--- config.mk ---
export PLATFORM = sky130hd
export DESIGN_NAME = gray_code_counter_flat
export DESIGN_NICKNAME = d
export VERILOG_FILES = /design/src/rtl/gray_code_counter_if.sv /design/src/rtl/gray_code_counter.sv /design/src/flat_wrapper.sv
export SDC_FILE = /design/constraint.sdc
export NUM_CORES = 1
export LEC_CHECK = 0
export ABC_AREA = 0
export BUFFER_PORTS_ARGS = -buffer_cell sky130_fd_sc_hd__buf_2
export CAP_MARGIN = 20
export CORE_MARGIN = 2
export CORE_UTILIZATION = 35
export DETAILED_ROUTE_END_ITERATION = 10
export SETUP_SLACK_MARGIN = 0.5
export SKIP_CTS_REPAIR_TIMING = 1
export SYNTH_ARGS = -nofsm -noshare
export SYNTH_HDL_FRONTEND = slang
export SYNTH_SLANG_ARGS = --single-unit
--- constraint.sdc ---
create_clock -name clk -period 3.3 [get_ports clk]
set_input_delay 0.99 -clock clk [delete_from_list [all_inputs] [get_ports clk]]
set_output_delay 0.99 -clock clk [all_outputs]
set_load 0.01 [all_outputs]
--- src/rtl/gray_code_counter_if.sv ---
// Control and observation bundle for gray_code_counter.
// The counter connects through the slave modport; whoever drives the counter uses master.
interface gray_code_counter_if #(
  parameter int WIDTH = 4
);
  logic             en;
  logic             up_dn;
  logic             load;
  logic [WIDTH-1:0] load_val;
  logic [WIDTH-1:0] bin_out;
  logic [WIDTH-1:0] gray_out;
  logic             wrap;

  modport master (
    output en,
    output up_dn,
    output load,
    output load_val,
    input  bin_out,
    input  gray_out,
    input  wrap
  );

  modport slave (
    input  en,
    input  up_dn,
    input  load,
    input  load_val,
    output bin_out,
    output gray_out,
    output wrap
  );
endinterface

--- src/rtl/gray_code_counter.sv ---
// Up/down binary counter with a separately registered Gray-code output and a wrap pulse.
// Define GRAY_CODE_COUNTER_SAT_EN to saturate at the limits instead of wrapping.
module gray_code_counter #(
  parameter int          WIDTH   = 4,
  parameter int unsigned RST_VAL = 0
) (
  input  logic                  clk,
  input  logic                  rst,
  gray_code_counter_if.slave    bus
);

  function automatic logic [WIDTH-1:0] bin2gray(input logic [WIDTH-1:0] b);
    return b ^ (b >> 1);
  endfunction

  localparam logic [WIDTH-1:0] RST_BIN  = RST_VAL[WIDTH-1:0];
  localparam logic [WIDTH-1:0] RST_GRAY = RST_BIN ^ (RST_BIN >> 1);

  logic [WIDTH-1:0] bin_q,  bin_d;
  logic [WIDTH-1:0] gray_q, gray_d;
  logic             wrap_q, wrap_d;
  logic             at_max, at_min;

  always_comb begin
    at_max = (bin_q == {WIDTH{1'b1}});
    at_min = (bin_q == {WIDTH{1'b0}});
    bin_d  = bin_q;
    wrap_d = 1'b0;
    if (bus.load) begin
      bin_d = bus.load_val;
    end else if (bus.en) begin
      if (bus.up_dn) begin
        wrap_d = at_max;
`ifdef GRAY_CODE_COUNTER_SAT_EN
        if (!at_max) bin_d = bin_q + WIDTH'(1);
`else
        bin_d = bin_q + WIDTH'(1);
`endif
      end else begin
        wrap_d = at_min;
`ifdef GRAY_CODE_COUNTER_SAT_EN
        if (!at_min) bin_d = bin_q - WIDTH'(1);
`else
        bin_d = bin_q - WIDTH'(1);
`endif
      end
    end
    // Encode the next value so gray_out comes straight from its own flop.
    gray_d = bin2gray(bin_d);
  end

  always_ff @(posedge clk) begin
    if (rst) begin
      bin_q  <= RST_BIN;
      gray_q <= RST_GRAY;
      wrap_q <= 1'b0;
    end else begin
      bin_q  <= bin_d;
      gray_q <= gray_d;
      wrap_q <= wrap_d;
    end
  end

  assign bus.bin_out  = bin_q;
  assign bus.gray_out = gray_q;
  assign bus.wrap     = wrap_q;

endmodule

--- src/flat_wrapper.sv ---
// flat-port wrapper written by rule: the top's interface ports become plain ports
module gray_code_counter_flat 
#(
  parameter int          WIDTH   = 4,
  parameter int unsigned RST_VAL = 0
)
  (clk, rst, bus_en, bus_up_dn, bus_load, bus_load_val, bus_bin_out, bus_gray_out, bus_wrap);
  gray_code_counter_if #(.WIDTH(WIDTH)) bus_i ();
  input  logic clk;
  input  logic rst;
  input wire logic [$bits(bus_i.en)-1:0] bus_en;
  input wire logic [$bits(bus_i.up_dn)-1:0] bus_up_dn;
  input wire logic [$bits(bus_i.load)-1:0] bus_load;
  input wire logic [$bits(bus_i.load_val)-1:0] bus_load_val;
  output wire logic [$bits(bus_i.bin_out)-1:0] bus_bin_out;
  output wire logic [$bits(bus_i.gray_out)-1:0] bus_gray_out;
  output wire logic [$bits(bus_i.wrap)-1:0] bus_wrap;
  assign bus_i.en = bus_en;
  assign bus_i.up_dn = bus_up_dn;
  assign bus_i.load = bus_load;
  assign bus_i.load_val = bus_load_val;
  assign bus_bin_out = bus_i.bin_out;
  assign bus_gray_out = bus_i.gray_out;
  assign bus_wrap = bus_i.wrap;
  gray_code_counter #(.WIDTH(WIDTH), .RST_VAL(RST_VAL)) u_core (.clk(clk), .rst(rst), .bus(bus_i));
endmodule
==> run metrics <==
fin. max-slew vios 0; clock network power share 29.2%; sw frac 29.6%; IO Count 18; Max-slew headroom 72.2%; Tmin final 2.27 ns; Setup TNS 0 ns; Worst EP required 3.49 ns; Global Route Usage Sum 13.1%; via/cell ratio 5.32; hold-critical path endpoint u_core.bus.wrap; root buffer cell clkbuf_4; Peak Freq 0.440 GHz; Die W 41.6 um; element type at the critical path end flop; share of layout cells above drive strength 1 34.3%; footprint of the multi-input gates 307 sq um; Max Clock Skew 0.00689 ns; HP Start u_core.bus.gray_out[3]; Port-buffer cells 17; Critical Path Fanout Max 7; WL final 944 um; # rows 13; register area share after synthesis 32.4%; Final ANT Viol Nets 0; reg2reg start u_core.bus.bin_out[0]; switching power 0.0768 mW; global-route wire length before repair 1700 um; GRT met3 Usage 8.26%; met2 track demand over resource 15.6%; gr ovfl total 0; met1 Use GR 18.8%; total CTS buffers 3; #FFs+latches synth 8; Hold WC Path Type flop to flop; VDD IR max 0.000210 V; Post-route DRC 0; Max Cap Violations 0; Mapped Cells 53; # setup viols final 0; initial antenna violation count 0; Slew @ Worst Pin 0.414 ns; fillers 127; Arr. time, crit path 2.47 ns; number of global-route vias before repair 369; combinational fraction of design power 26.4%; Flop pwr share 44.4%; RSZ-0062 raised after global routing false; core area 1320 sq um; dpl hpwl 732 um; clk sink count 8; worst skew pair latency 0.26 ns; Via Count 452; antenna cells 0; synth unique cells 31; clock tree buffer depth 2; initial DRC count 11; syn avg cell area 9.32 sq um; clock-pin slew on the worst setup and hold paths 0.06 ns; Initial Util 37.5%; ys flop type dfxtp_1; Final Cycle Share 68.9%; Reg-to-Reg End u_core.bus.gray_out[1]; Async S/R FF share, synth 0%; die span in y 41.6 um; WS Path Type primary input to flop; Syn Nets 65; mapped cell area 494 sq um; DIE AREA 1730 sq um; Hold Fails Final Rpt 0; pin count of the biggest net entering global routing 12; drt wl/cell 11.1 um; most frequent cells in the layout 17 x buf_2, 8 x dfxtp_1, 6 x nor2_1; Final Wtd Congestion 0.831; Non-Filler Instances 85; setup slack, reg-to-reg 1.52 ns; H-tree levels 1; Inst Count DP 82; status finished, final reports clean; Startpoint Class primary input; Sequential Area 160 sq um; Layout Nets 84; gr busiest metal met1; synth warn 0; cell area power density 431 nW/um^2; Static Leak 0.304 nW; CTS tree built; Worst Reg-to-Reg Cells 5; Pre-antenna DRT Iters 4; hold-critical path depth 2; Area Overhead vs Synth 21.5%; internal power 0.182 mW; EDFF count, synth 0; commonest non-fill, non-tap cell in the layout buf_2
critical path, cell delays in order:
cell and delay, ns:
buf_2 0.13, inv_1 0.11, fa_1 0.41, mux2_2 0.27
mux2i_1 0.27, o21ai_0 0.15, a21oi_1 0.13
metrics by stage:
stage	setup WS, ns	instance area, sq um	hold slack (ns)	utilization, %	power, mW
2_1_floorplan	1.03	494	0.681	-	0.166
5_1_grt	0.838	601	0.820	45.6	0.283
6_report	1.03	601	0.732	45.6	0.259
3_5_place_dp	0.751	578	0.740	43.9	0.187
3_3_place_gp	0.782	578	0.745	43.9	0.187
4_1_cts	1.02	601	0.749	45.6	0.264
cell type report:
cell class                      count  share of cell area (%)
Clock buffer                        3                    3.75
Inverter                            2                    1.25
Multi-Input combinational cell     40                    51.0
Sequential cell                     8                    26.7
Tap cell                           15                    3.13
Timing Repair Buffer               17                    14.2
how the worst max path moves through the flow:
stage / start / to / slack, ns / depth (start not counted)
after CTS: bus_up_dn / u_core.bus.gray_out[1] / 1.02 / 7
after detailed placement: bus_up_dn / u_core.bus.gray_out[1] / 0.75 / 7
final: bus_up_dn / u_core.bus.gray_out[1] / 1.03 / 7
after global placement: bus_up_dn / u_core.bus.gray_out[1] / 0.78 / 7
after global routing: bus_up_dn / u_core.bus.gray_out[1] / 0.84 / 7
after floorplan: bus_up_dn / u_core.bus.gray_out[1] / 1.03 / 6
synth_stat cells (2+ instances only):
cell	n	area (sq um)
inv_1	2	7.51
dfxtp_1	8	160
xnor2_1	2	17.5
buf_4	2	15.0
o21ai_0	2	10.0
a21oi_1	2	10.0
nand3_1	2	10.0
nor2_1	6	22.5
ha_1	2	25.0
or3_1	2	12.5
mux2i_1	3	30.0
state kept, by name (all words and copies together), names as in the netlist:
signal / flops
u_core.bus.bin_out: 3
u_core.bus.gray_out: 4
u_core.bus.wrap: 1
power groups by stage:
stage,clock network [mW],logic [mW],registers (mW)
6_report,0.0757,0.0684,0.115
2_1_floorplan,0,0.0445,0.121
5_1_grt,0.0874,0.0786,0.117
3_3_place_gp,0,0.0695,0.117
4_1_cts,0.0790,0.0694,0.115
3_5_place_dp,0,0.0692,0.117
logic make-up after synthesis:
logic type,count (synthesis),share of synthesized area (%)
flops,8,32.4
xor+xnor,3,5.32
fa+ha+maj,3,9.11
compound gates,11,15.2
mux,4,8.35
buf+inv,5,5.57
simple gates,19,24.1
layer usage:
layer  wire length, um  share of wire, %
met2               399                42
met5                 0                 0
met1               441                47
met4                 9              0.95
met3                93               9.9
Note: power is estimated with default switching activity, not from simulation.
